[src/rtl/cia_sp_peer_if.sv]
// Local-side byte interface of the CIA SP/CNT peer.
//
// Handshake: a TX byte transfers on a rising clk edge where tx_valid and
// tx_ready are both 1. tx_data must stay stable while tx_valid is high, and
// tx_valid may not be withdrawn until the transfer happens. tx_ready depends
// only on FIFO state, never on tx_valid. RX has no back-pressure:
// rx_valid/rx_err/tx_done are single-cycle pulses and rx_data holds until
// the next completed byte.
interface cia_sp_peer_if #(
  parameter int TX_DEPTH = 4
);
  localparam int LW = $clog2(TX_DEPTH) + 1;

  logic [7:0]    tx_data;
  logic          tx_valid;
  logic          tx_ready;
  logic [7:0]    rx_data;
  logic          rx_valid;
  logic          rx_err;
  logic          tx_done;
  logic          busy;
  logic [LW-1:0] tx_level;

  // Local logic that feeds and drains the peer.
  modport master (
    output tx_data, tx_valid,
    input  tx_ready, rx_data, rx_valid, rx_err, tx_done, busy, tx_level
  );

  // The peer itself.
  modport slave (
    input  tx_data, tx_valid,
    output tx_ready, rx_data, rx_valid, rx_err, tx_done, busy, tx_level
  );
endinterface

[src/rtl/cia_sp_peer.sv]
// Far-end partner for the CIA SP/CNT serial port. Receives bytes clocked by
// the host on CNT, and transmits queued bytes by generating CNT/SP itself
// once the line has been quiet for IDLE_GAP cycles.
module cia_sp_peer #(
  parameter int HALF_PERIOD    = 8,
  parameter int TX_DEPTH       = 4,
  parameter int IDLE_GAP       = 16,
  parameter int RX_TIMEOUT     = 4096,
  parameter int RX_SAMPLE_FALL = 1
) (
  input  logic         clk,
  input  logic         reset,
  input  logic         cnt_in,
  input  logic         sp_in,
  output logic         cnt_out,
  output logic         sp_out,
  cia_sp_peer_if.slave bus,
  output logic [2:0]   dbg_state_o
);

  localparam int PW   = $clog2(TX_DEPTH);
  localparam int LW   = PW + 1;
  localparam int TMAX = (HALF_PERIOD > IDLE_GAP) ? HALF_PERIOD : IDLE_GAP;
  localparam int TW   = $clog2(TMAX + 1);
  localparam int OW   = $clog2(RX_TIMEOUT + 1);

  typedef enum logic [2:0] {
    S_IDLE     = 3'd0,
    S_WAIT_GAP = 3'd1,
    S_LOW      = 3'd2,
    S_HIGH     = 3'd3,
    S_POST     = 3'd4
  } state_e;

  // ---------------------------------------------------------------- sync
  logic cnt_s1_q, cnt_s2_q, cnt_prev_q, sp_s1_q, sp_s2_q;
  logic cnt_fall, cnt_rise;

  // Two-flop synchronisers plus a history flop for edge detection.
  always_ff @(posedge clk) begin
    if (reset) begin
      cnt_s1_q   <= 1'b1;
      cnt_s2_q   <= 1'b1;
      cnt_prev_q <= 1'b1;
      sp_s1_q    <= 1'b1;
      sp_s2_q    <= 1'b1;
    end else begin
      cnt_s1_q   <= cnt_in;
      cnt_s2_q   <= cnt_s1_q;
      cnt_prev_q <= cnt_s2_q;
      sp_s1_q    <= sp_in;
      sp_s2_q    <= sp_s1_q;
    end
  end

  assign cnt_fall = cnt_prev_q & ~cnt_s2_q;
  assign cnt_rise = ~cnt_prev_q & cnt_s2_q;

  // ------------------------------------------------------------------ RX
  state_e          state_q, state_d;
  logic [7:0]      rx_sh_q;
  logic [2:0]      rx_bits_q;
  logic            rx_load_q;
  logic [7:0]      rx_data_q;
  logic            rx_valid_q;
  logic            rx_err_q;
  logic [OW-1:0]   tmo_q;
  logic            rx_active, rx_edge, rx_shift, rx_tmo_hit;

  // Our own CNT edges while transmitting must not be taken as host data.
  assign rx_active  = (state_q == S_IDLE) || (state_q == S_WAIT_GAP);
  assign rx_edge    = (RX_SAMPLE_FALL != 0) ? cnt_fall : cnt_rise;
  assign rx_shift   = rx_active & rx_edge;
  assign rx_tmo_hit = (rx_bits_q != 3'd0) && (tmo_q == OW'(RX_TIMEOUT));

  // RX shifter, byte completion and partial-byte timeout.
  always_ff @(posedge clk) begin
    if (reset) begin
      rx_sh_q    <= 8'h00;
      rx_bits_q  <= 3'd0;
      rx_load_q  <= 1'b0;
      rx_data_q  <= 8'h00;
      rx_valid_q <= 1'b0;
      rx_err_q   <= 1'b0;
      tmo_q      <= '0;
    end else begin
      rx_valid_q <= rx_load_q;
      rx_load_q  <= 1'b0;
      rx_err_q   <= 1'b0;
      if (rx_load_q) rx_data_q <= rx_sh_q;
      if (cnt_fall | cnt_rise) tmo_q <= '0;
      else if (tmo_q != OW'(RX_TIMEOUT)) tmo_q <= tmo_q + OW'(1);
      if (rx_shift) begin
        rx_sh_q   <= {rx_sh_q[6:0], sp_s2_q};
        rx_bits_q <= rx_bits_q + 3'd1;
        if (rx_bits_q == 3'd7) rx_load_q <= 1'b1;
      end else if (rx_tmo_hit) begin
        rx_bits_q <= 3'd0;
        rx_err_q  <= 1'b1;
      end
    end
  end

  // ------------------------------------------------------------- TX FIFO
  logic [7:0]    mem_q [TX_DEPTH];
  logic [PW-1:0] wr_q, rd_q;
  logic [LW-1:0] fcnt_q;
  logic          push, pop, tx_ready;
  logic [7:0]    head;

  assign tx_ready = (fcnt_q != LW'(TX_DEPTH));
  assign push     = bus.tx_valid & tx_ready;
  assign head     = mem_q[rd_q];

  // FIFO storage; contents are don't-care until written.
  always_ff @(posedge clk) begin
    if (push) mem_q[wr_q] <= bus.tx_data;
  end

  // FIFO pointers and occupancy.
  always_ff @(posedge clk) begin
    if (reset) begin
      wr_q   <= '0;
      rd_q   <= '0;
      fcnt_q <= '0;
    end else begin
      if (push) wr_q <= wr_q + PW'(1);
      if (pop)  rd_q <= rd_q + PW'(1);
      case ({push, pop})
        2'b10:   fcnt_q <= fcnt_q + LW'(1);
        2'b01:   fcnt_q <= fcnt_q - LW'(1);
        default: fcnt_q <= fcnt_q;
      endcase
    end
  end

  // -------------------------------------------------------------- TX FSM
  logic [TW-1:0] tmr_q, tmr_d;
  logic [2:0]    bidx_q, bidx_d, bidx_m1;
  logic [2:0]    col_q, col_d;
  logic [7:0]    sh_q;
  logic          sp_q, sp_d;
  logic          tx_done_q, tx_done_d;
  logic          gap_ok;

  assign gap_ok  = cnt_s2_q && (rx_bits_q == 3'd0);
  assign bidx_m1 = bidx_q - 3'd1;

  // FSM state and datapath registers.
  always_ff @(posedge clk) begin
    if (reset) begin
      state_q   <= S_IDLE;
      tmr_q     <= '0;
      bidx_q    <= 3'd0;
      col_q     <= 3'd0;
      sh_q      <= 8'h00;
      sp_q      <= 1'b1;
      tx_done_q <= 1'b0;
    end else begin
      state_q   <= state_d;
      tmr_q     <= tmr_d;
      bidx_q    <= bidx_d;
      col_q     <= col_d;
      sp_q      <= sp_d;
      tx_done_q <= tx_done_d;
      if (pop) sh_q <= head;
    end
  end

  // Next state: gap wait, half-period phases, collision abort, post gap.
  always_comb begin
    state_d   = state_q;
    tmr_d     = tmr_q;
    bidx_d    = bidx_q;
    col_d     = 3'd0;
    sp_d      = sp_q;
    tx_done_d = 1'b0;
    pop       = 1'b0;
    case (state_q)
      S_IDLE: begin
        sp_d  = 1'b1;
        tmr_d = '0;
        if (fcnt_q != '0) state_d = S_WAIT_GAP;
      end
      S_WAIT_GAP: begin
        if (!gap_ok) begin
          tmr_d = '0;
        end else if (tmr_q == TW'(IDLE_GAP - 1)) begin
          pop     = 1'b1;
          tmr_d   = '0;
          bidx_d  = 3'd7;
          sp_d    = head[7];
          state_d = S_LOW;
        end else begin
          tmr_d = tmr_q + TW'(1);
        end
      end
      S_LOW: begin
        if (tmr_q == TW'(HALF_PERIOD - 1)) begin
          tmr_d   = '0;
          state_d = S_HIGH;
        end else begin
          tmr_d = tmr_q + TW'(1);
        end
      end
      S_HIGH: begin
        // The synced line lags our own release by two cycles, so only a
        // run of four low samples means another driver holds CNT.
        if (!cnt_s2_q) col_d = col_q + 3'd1;
        if (!cnt_s2_q && (col_q == 3'd3)) begin
          col_d   = 3'd0;
          tmr_d   = '0;
          sp_d    = 1'b1;
          state_d = S_POST;
        end else if (tmr_q == TW'(HALF_PERIOD - 1)) begin
          tmr_d = '0;
          col_d = 3'd0;
          if (bidx_q == 3'd0) begin
            tx_done_d = 1'b1;
            sp_d      = 1'b1;
            state_d   = S_POST;
          end else begin
            bidx_d  = bidx_m1;
            sp_d    = sh_q[bidx_m1];
            state_d = S_LOW;
          end
        end else begin
          tmr_d = tmr_q + TW'(1);
        end
      end
      S_POST: begin
        if (tmr_q == TW'(IDLE_GAP - 1)) begin
          tmr_d   = '0;
          state_d = (fcnt_q != '0) ? S_WAIT_GAP : S_IDLE;
        end else begin
          tmr_d = tmr_q + TW'(1);
        end
      end
      default: state_d = S_IDLE;
    endcase
  end

  // ------------------------------------------------------------- outputs
  assign cnt_out      = (state_q != S_LOW);
  assign sp_out       = sp_q;
  assign dbg_state_o  = state_q;
  assign bus.tx_ready = tx_ready;
  assign bus.rx_data  = rx_data_q;
  assign bus.rx_valid = rx_valid_q;
  assign bus.rx_err   = rx_err_q;
  assign bus.tx_done  = tx_done_q;
  assign bus.busy     = (state_q != S_IDLE);
  assign bus.tx_level = fcnt_q;

endmodule

[src/flat_wrapper.sv]
// flat-port wrapper written by rule: the top's interface ports become plain ports
module cia_sp_peer_flat 
#(
  parameter int HALF_PERIOD    = 8,
  parameter int TX_DEPTH       = 4,
  parameter int IDLE_GAP       = 16,
  parameter int RX_TIMEOUT     = 4096,
  parameter int RX_SAMPLE_FALL = 1
)
  (clk, reset, cnt_in, sp_in, cnt_out, sp_out, dbg_state_o, bus_tx_data, bus_tx_valid, bus_tx_ready, bus_rx_data, bus_rx_valid, bus_rx_err, bus_tx_done, bus_busy, bus_tx_level);
  cia_sp_peer_if #(.TX_DEPTH(TX_DEPTH)) bus_i ();
  input  logic clk;
  input  logic reset;
  input  logic cnt_in;
  input  logic sp_in;
  output logic cnt_out;
  output logic sp_out;
  output logic [2:0] dbg_state_o;
  input wire logic [$bits(bus_i.tx_data)-1:0] bus_tx_data;
  input wire logic [$bits(bus_i.tx_valid)-1:0] bus_tx_valid;
  output wire logic [$bits(bus_i.tx_ready)-1:0] bus_tx_ready;
  output wire logic [$bits(bus_i.rx_data)-1:0] bus_rx_data;
  output wire logic [$bits(bus_i.rx_valid)-1:0] bus_rx_valid;
  output wire logic [$bits(bus_i.rx_err)-1:0] bus_rx_err;
  output wire logic [$bits(bus_i.tx_done)-1:0] bus_tx_done;
  output wire logic [$bits(bus_i.busy)-1:0] bus_busy;
  output wire logic [$bits(bus_i.tx_level)-1:0] bus_tx_level;
  assign bus_i.tx_data = bus_tx_data;
  assign bus_i.tx_valid = bus_tx_valid;
  assign bus_tx_ready = bus_i.tx_ready;
  assign bus_rx_data = bus_i.rx_data;
  assign bus_rx_valid = bus_i.rx_valid;
  assign bus_rx_err = bus_i.rx_err;
  assign bus_tx_done = bus_i.tx_done;
  assign bus_busy = bus_i.busy;
  assign bus_tx_level = bus_i.tx_level;
  cia_sp_peer #(.HALF_PERIOD(HALF_PERIOD), .TX_DEPTH(TX_DEPTH), .IDLE_GAP(IDLE_GAP), .RX_TIMEOUT(RX_TIMEOUT), .RX_SAMPLE_FALL(RX_SAMPLE_FALL)) u_core (.clk(clk), .reset(reset), .cnt_in(cnt_in), .sp_in(sp_in), .cnt_out(cnt_out), .sp_out(sp_out), .bus(bus_i), .dbg_state_o(dbg_state_o));
endmodule
[config.mk]
export PLATFORM = sky130hd
export DESIGN_NAME = cia_sp_peer_flat
export DESIGN_NICKNAME = d
export VERILOG_FILES = /design/src/rtl/cia_sp_peer_if.sv /design/src/rtl/cia_sp_peer.sv /design/src/flat_wrapper.sv
export SDC_FILE = /design/constraint.sdc
export NUM_CORES = 1
export LEC_CHECK = 0
export BUFFER_PORTS_ARGS = -buffer_cell sky130_fd_sc_hd__buf_2
export CAP_MARGIN = 30
export CELL_PAD_IN_SITES_DETAIL_PLACEMENT = 0
export CELL_PAD_IN_SITES_GLOBAL_PLACEMENT = 2
export CORE_AREA = 5 5 109 111
export DETAILED_ROUTE_END_ITERATION = 12
export DIE_AREA = 0 0 114 116
export PLACE_DENSITY_LB_ADDON = 0.12
export SETUP_SLACK_MARGIN = 0.02
export SLEW_MARGIN = 15
export SYNTH_ARGS = -nofsm -noshare
export SYNTH_HDL_FRONTEND = slang
export SYNTH_SLANG_ARGS = --single-unit
[constraint.sdc]
create_clock -name clk -period 7.2 [get_ports clk]
set_input_delay 0.72 -clock clk [delete_from_list [all_inputs] [get_ports clk]]
set_output_delay 0.72 -clock clk [all_outputs]
set_load 0.005 [all_outputs]
==> key figures, run 1 <==
STA
  – Fin crit share: around two fifths
  – RSZ-0062 raised after global routing: no
  – Crit path time final: 2789 ps
  – Fmax: 358.6 MHz
  – Max transition margin: 39.33%
  – Final setup vio count: 0
  – Fin Clk Skew: just over 10 ps
  – Final setup TNS: 0 ps
  – Worst Tran Pin Value: 910.0 ps
  – Final Max Tran Viols: 0
  – Final hold viol count: 0

Setup path
  – Kind of critical path: flop to flop
  – Slowest CP cell: nor3_2
  – Critical Path AT: 3080 ps
  – CP dominant cell by count: ha_1
  – Critical path peak fanout: 6
  – CP Capture Type: flop
  – R2R setup slack: 4410 ps
  – Cell Chain, Critical Path: ha_1 > nand3_1 > inv_1 > ha_1 > nand4b_1 > nor3_2 > ha_1 > fa_1 > xnor2_1 > or3_1 > a21oi_1
  – Startpoint types: flop
  – Critical Path Source: u_core.tmr_q[0]
  – RR Startpoint: u_core.tmr_q[0]
  – Slowest cell delay on critical path: 510 ps
  – Worst path required time: 7490 ps

Logic synthesis
  – Netlist cell types: slightly below 60
  – Synth Area in Compound Gates: approximately 7.8%
  – EDFF count, synth: 32
  – Main synth FF type: dfxtp_1
  – Synth Area in Simple Gates: between 10% and 20%
  – Post-Syn Area per Cell: 11.47 um2
  – Largest family of logic cells by synthesized area: simple AND/OR/NAND/NOR gates
  – Synth top area share: ~33%
  – Post-Syn Area: 4474 um2
  – Sequential area share after synthesis: between 50 and 60%
  – YS warnings: 0
  – Synth area leaders: dfxtp_1 33%, edfxtp_1 21%, ha_1 5.0%
  – Share of synthesized registers carrying an async set or reset: 0%
  – Mux share of post-synthesis cell area: 10.60%
  – Synth Register Bits: 105
  – Post-synthesis xor/xnor area fraction: about 3.1%
  – Dominant cell type by area after synthesis: dfxtp_1
  – Post-Syn Nets: 422
  – Post-Synth Adder-Cell Area: 5.481%
  – Post-synthesis instance total: 390

Clocking
  – Clk slew on worst S/H paths: about 100 ps
  – Worst-case clock buffer depth: 2
  – H-Tree Depth: 3
  – Cts bufs inserted: 9
  – # clock sinks: 105
  – Clock latency on the worst-skew pair: 360 ps
  – Resized Gates After CTS: 0
  – Post-CTS Hold Buffers: 0
  – CTS tree: built
  – Clock Tree Root: clkbuf_8
  – Total setup buffers inserted after CTS: 0

Layout
  – Most frequent cells in the layout: 73 x dfxtp_1, 45 x nor2_1, 33 x buf_2
  – Design Area, Final: 4921 um2
  – Fin util: 46.00%
  – Share of cells above drive strength 1: about 15%
  – Area Overhead vs Synth: 9.983%
  – Nets: 449
  – Antenna diodes: 0
  – Commonest non-fill, non-tap cell in the layout: dfxtp_1

Routing
  – Vias after detailed routing: 2881
  – Drt first pass iters: 4
  – Vias per std cell: slightly above 5
  – Post-DR wirelength/cell: 14.96 um
  – Initial DRC count: about 130
  – Number of routed nets with antenna violations: 0
  – Drc violations: 0
  – WL final: 8.410 mm

Floorplan
  – Die ar.: 13220 um2
  – Die height: 116 um
  – Initial Util: 41.82%
  – Io pins: 34
  – Cell Rows: 38
  – Core Box Area: ~11000 um2
  – Width of the chip: between 100 and 150 um

GRT
  – Total Routing Usage GR: 13.49%
  – Largest net degree at the start of global routing: 51
  – Antenna violations before repair: 0
  – Vias in the first global route: 2898
  – Grt ovf: 0
  – First-pass GRT wire length: 14.44 mm

Placed design
  – DP Area: approximately 4700 um2
  – Placer Congestion: about 0.72
  – HPWL after detailed placement: 5.709 mm
  – # port buffers: 33

Pwr
  – Pleak: between 1.5 and 2 nW
  – Pwr/cell area: 220.0 nW/um2
  – VDD IR max: approximately 0.12 mV

Min path
  – Hold_sp: u_core.sp_s1_q
  – HP Class: flop to flop

Run
  – Max-cap viol count: 0

Run status
  – Status: complete, no violations
==> flip-flops by register name, indices dropped and copies added, names as in the netlist, 5 cells and up, named ones only <==
name,count
u_core.bus.rx_data,8
u_core.mem_q,32
u_core.rx_sh_q,8
u_core.sh_q,8
u_core.tmo_q,13
u_core.tmr_q,5
==> final cells by class <==
| cell class | count | area (um2) |
|---|---|---|
| Fill cell | 1017 | 5777 |
| Sequential cell | 105 | 2422 |
| Multi-Input combinational cell | 249 | 1902 |
| Tap cell | 140 | 175.2 |
| Timing Repair Buffer | 34 | 172.7 |
| Clock buffer | 9 | 123.9 |
| Inverter | 18 | 67.56 |
| Clock inverter | 7 | 57.56 |
==> layer usage <==
layer / wire length [um] / GRT usage, % / up-vias / share of wire (%)
li1: - / - / 1462 / -
met1: 4070 / 17.69 / 1378 / 48
met2: 4033 / 22.79 / 33 / 48
met5: 0 / 0 / - / 0
met4: 111 / 4.038 / 0 / 1.3
met3: 194 / 2.559 / 8 / 2.3
==> where the power goes <==
part / internal, W / switching (W)
Combinational: 0.0000373 / 0.0000484
Clock: 0.000133 / 0.000215
Sequential: 0.000628 / 0.0000216
==> path summary, 6_finish.rpt <==
kind,to,cells after the start
hold reg to reg,u_core.sp_s2_q,1
setup / recovery,u_core.bus.tx_level[2],11
setup reg to reg,u_core.bus.tx_level[2],11
hold / removal,u_core.sp_s2_q,1
==> synthesized netlist by cell type, types with 3 or more instances <==
master / instances
and3_1: 6
nor3_1: 5
nand2b_1: 9
o31ai_1: 3
xnor2_1: 8
mux4_1: 7
buf_2: 7
ha_1: 18
nor4_1: 4
buf_1: 4
mux4_2: 3
xor2_1: 8
inv_1: 17
o21ai_0: 8
or2_2: 6
dfxtp_1: 73
or3_1: 3
nand4_1: 5
a211oi_1: 3
nand2_1: 18
mux2i_1: 20
clkbuf_1: 5
nor2_1: 45
a21oi_1: 10
nor2b_1: 5
nand3_1: 11
edfxtp_1: 32
a31oi_1: 3
a22o_1: 8
==> cells by family after synthesis <==
logic type | Yosys count
and+or+nand+nor | 133
buffers and inverters | 36
adders and majority gates | 19
muxes | 32
DFF | 105
AOI/OAI and AO/OA | 49
xor gates and xnor gates | 16
==> critical path: cells and delay by family, from the launching register on <==
family	cells	cell delay [ps]
adder cells (fa/ha/maj)	4	910
flip-flops	1	400
AO/OA/AOI/OAI	1	150
AND/OR/NAND/NOR	4	1100
buffers and inverters	1	80
XOR/XNOR	1	80
==> metrics by stage <==
step | instances | power (W) | worst slack [ps] | hold slack, ps
after CTS | 561 | 0.001104 | 4045 | 425.2
after global routing | 562 | 0.001136 | 4143 | 438.9
after floorplan | 390 | 0.0007201 | 4761 | 389.5
final | 562 | 0.001083 | 4411 | 420.6
after detailed placement | 545 | 0.0007508 | 4090 | 399.0
after global placement | 545 | 0.0007496 | 4131 | 398.9
Note: power is estimated with default switching activity, not from simulation.
==> run 2: changes to the inputs <==
- CORE_AREA: 5 5 109 111 -> 5 5 118 120
- DIE_AREA: 0 0 114 116 -> 0 0 123 125
- clock period: 7.2 -> 2.5 ns (I/O delays scaled with it)
==> run 2 against run 1 <==
Net effect: combinational power grew to 3.5 times the previous value; sequential share of layout area is 2.3 points lower; clock power grew to 4.2 times the previous value; clock-buffer cell count is 1 higher; global-route usage is 1.1 points lower; wire length is 4.2% higher; critical path depth stayed put; flip-flop and latch count stayed put; via count is 2.2% higher.
==> key figures, run 2 (synthesis gave the netlist of run 1 again) <==
Setup path
  – RR Startpoint: u_core.tmr_q[0]
  – Slowest cell delay on critical path: 370 ps
  – Slowest CP cell: fa_1
  – R2R setup slack: roughly 210 ps
  – Critical Path AT: 2570 ps
  – CP Capture Type: flop
  – Worst path top cell family by delay: adder cells
  – Worst r2r path cells: 11
  – Critical path peak fanout: 4
  – CP Buf/Inv Count: 1
  – Worst path required time: roughly 2800 ps
  – Critical Path Source: u_core.tmr_q[0]
  – Startpoint types: flop
  – Kind of critical path: flop to flop
  – Critical R2R Capture: u_core.bus.tx_level[2]
  – Cell Chain, Critical Path: ha_4 > nand3_1 > inv_1 > ha_1 > nand4b_1 > nor3_2 > ha_2 > fa_1 > xnor2_1 > or3_1 > a21oi_1

Routing
  – Drt first pass iters: 4
  – Number of routed nets with antenna violations: 0
  – Initial DRC count: between 150 and 200
  – WL final: 8.766 mm
  – Drc violations: 0
  – Post-DR wirelength/cell: 14.47 um
  – Vias after detailed routing: 2945
  – Vias per std cell: 4.860

GRT
  – Total Routing Usage GR: 12.41%
  – GR Util met3: 2.846%
  – Largest net degree at the start of global routing: 29
  – M2 GR Usage: a little under a fifth
  – GR Util met1: 17.37%
  – First-pass GRT wire length: 15.10 mm
  – Grt ovf: 0
  – Most Crowded Layer GR: met2
  – Antenna violations before repair: 0
  – Vias in the first global route: approximately 3000

Layout
  – Footprint of the multi-input gates: 1917 um2
  – Fillers: 1282
  – Regs by FF count: u_core.mem_q x32, u_core.tmo_q x13
  – Commonest non-fill, non-tap cell in the layout: dfxtp_1
  – Seq. cell area: 2425 um2
  – Largest register FFs: 32
  – Antenna diodes: 0
  – Non-filler cells, final: between 600 and 700
  – Area Overhead vs Synth: 15.44%
  – Most frequent cells in the layout: 71 x dfxtp_1, 45 x nor2_1, 33 x buf_2
  – Share of cells above drive strength 1: between 15 and 20%
  – Nets: 457
  – Largest register by flop count: u_core.mem_q
  – Fin util: 40.12%

Pwr
  – VDD IR max: 0.3997 mV
  – Pwr/cell area: 694.1 nW/um2
  – Pleak: 1.896 nW

STA
  – Fin Clk Skew: 7.314 ps
  – Fmax: 436.8 MHz
  – Fin crit share: between 90% and 100%
  – Final setup vio count: 0
  – Final setup TNS: 0 ps
  – RSZ-0062 raised after global routing: no
  – Final hold viol count: 0
  – Max transition margin: 63.64%
  – Worst Tran Pin Value: 545.4 ps
  – Crit path time final: between 2000 and 2500 ps
  – Final Max Tran Viols: 0

Min path
  – HP Class: primary input to flop
  – WHS Path Cells: 2
  – Hold_sp: sp_in
  – Hold endpoint: u_core.sp_s1_q

Clocking
  – Clock Tree Root: clkbuf_16
  – H-Tree Depth: 3
  – # clock sinks: roughly 110
  – Clock latency on the worst-skew pair: 350 ps
  – CTS tree: built
  – Cts bufs inserted: 9
  – Clk slew on worst S/H paths: 70 ps
  – Worst-case clock buffer depth: 2

Placed design
  – HPWL after detailed placement: approximately 6.1 mm
  – Placed cell count: 588
  – # port buffers: 33
  – Placer Congestion: 0.7130

Floorplan
  – Die height: between 100 and 150 um
  – Io pins: 34
  – Initial Util: between 30% and 40%
  – Width of the chip: approximately 120 um
  – Cell Rows: 42
  – Core Box Area: 12870 um2
  – Die ar.: 15380 um2

Run status
  – Status: complete, no violations

Run
  – Max-cap viol count: 0
-- run 2: cell types whose count changed in the layout (fill, tap and decap cells not counted), moves of 2 or more --
cell	delta
clkbuf_16	+9
ha_1	-2
buf_4	+8
dfxtp_2	+2
clkbuf_8	-9
dfxtp_1	-2
clkinvlp_4	+2
-- run 2: worst max-delay path by stage --
stage,endpoint,slack (ps),depth (start not counted)
2_1_floorplan,u_core.bus.tx_level[2],60,12
3_3_place_gp,u_core.bus.tx_level[2],150,11
3_5_place_dp,u_core.bus.tx_level[2],90,11
4_1_cts,u_core.bus.tx_level[2],80,11
5_1_grt,u_core.bus.tx_level[2],20,11
6_report,u_core.bus.tx_level[2],210,11
-- run 2: cell type report --
cell class / count / share of cell area (%)
Clock buffer: 10 / 4.433
Clock inverter: 6 / 1.429
Inverter: 18 / 1.308
Multi-Input combinational cell: 249 / 37.11
Sequential cell: 105 / 46.95
Tap cell: 176 / 4.264
Timing Repair Buffer: 42 / 4.506
-- run 2: per-layer routing --
layer | part of all wire [%] | wire (um) | vias to the layer above
li1 | - | - | 1484
met1 | 50 | 4418 | 1399
met2 | 44 | 3861 | 46
met3 | 3.3 | 287 | 16
met4 | 2.3 | 199 | 0
met5 | 0 | 0 | -
-- run 2: where the power goes --
part           leakage [nW]  switching, W  internal [W]
Combinational         0.868      0.000178      0.000118
Sequential            0.886     0.0000328       0.00181
Clock                 0.142      0.000656      0.000792
Total                  1.90      0.000867       0.00272
-- run 2: stage by stage --
| step | hold WS [ps] | total power [W] | instance area [um2] | worst slack (ps) |
|---|---|---|---|---|
| after floorplan | 348.9 | 0.002074 | 4474 | 61.41 |
| after global placement | 402.1 | 0.002179 | 4830 | 147.8 |
| after detailed placement | 399.0 | 0.002179 | 4830 | 94.55 |
| after CTS | 71.86 | 0.003641 | 5132 | 77.48 |
| after global routing | 86.08 | 0.003764 | 5165 | 22.64 |
| final | 82.13 | 0.003585 | 5165 | 210.5 |
-- run 2: timing repair --
item / 4_1_cts / 5_1_grt
setup buffers: 0 / 2
setup endpoints to repair: 0 / 2
hold buffers: 0 / 0
resized for setup: 0 / 5
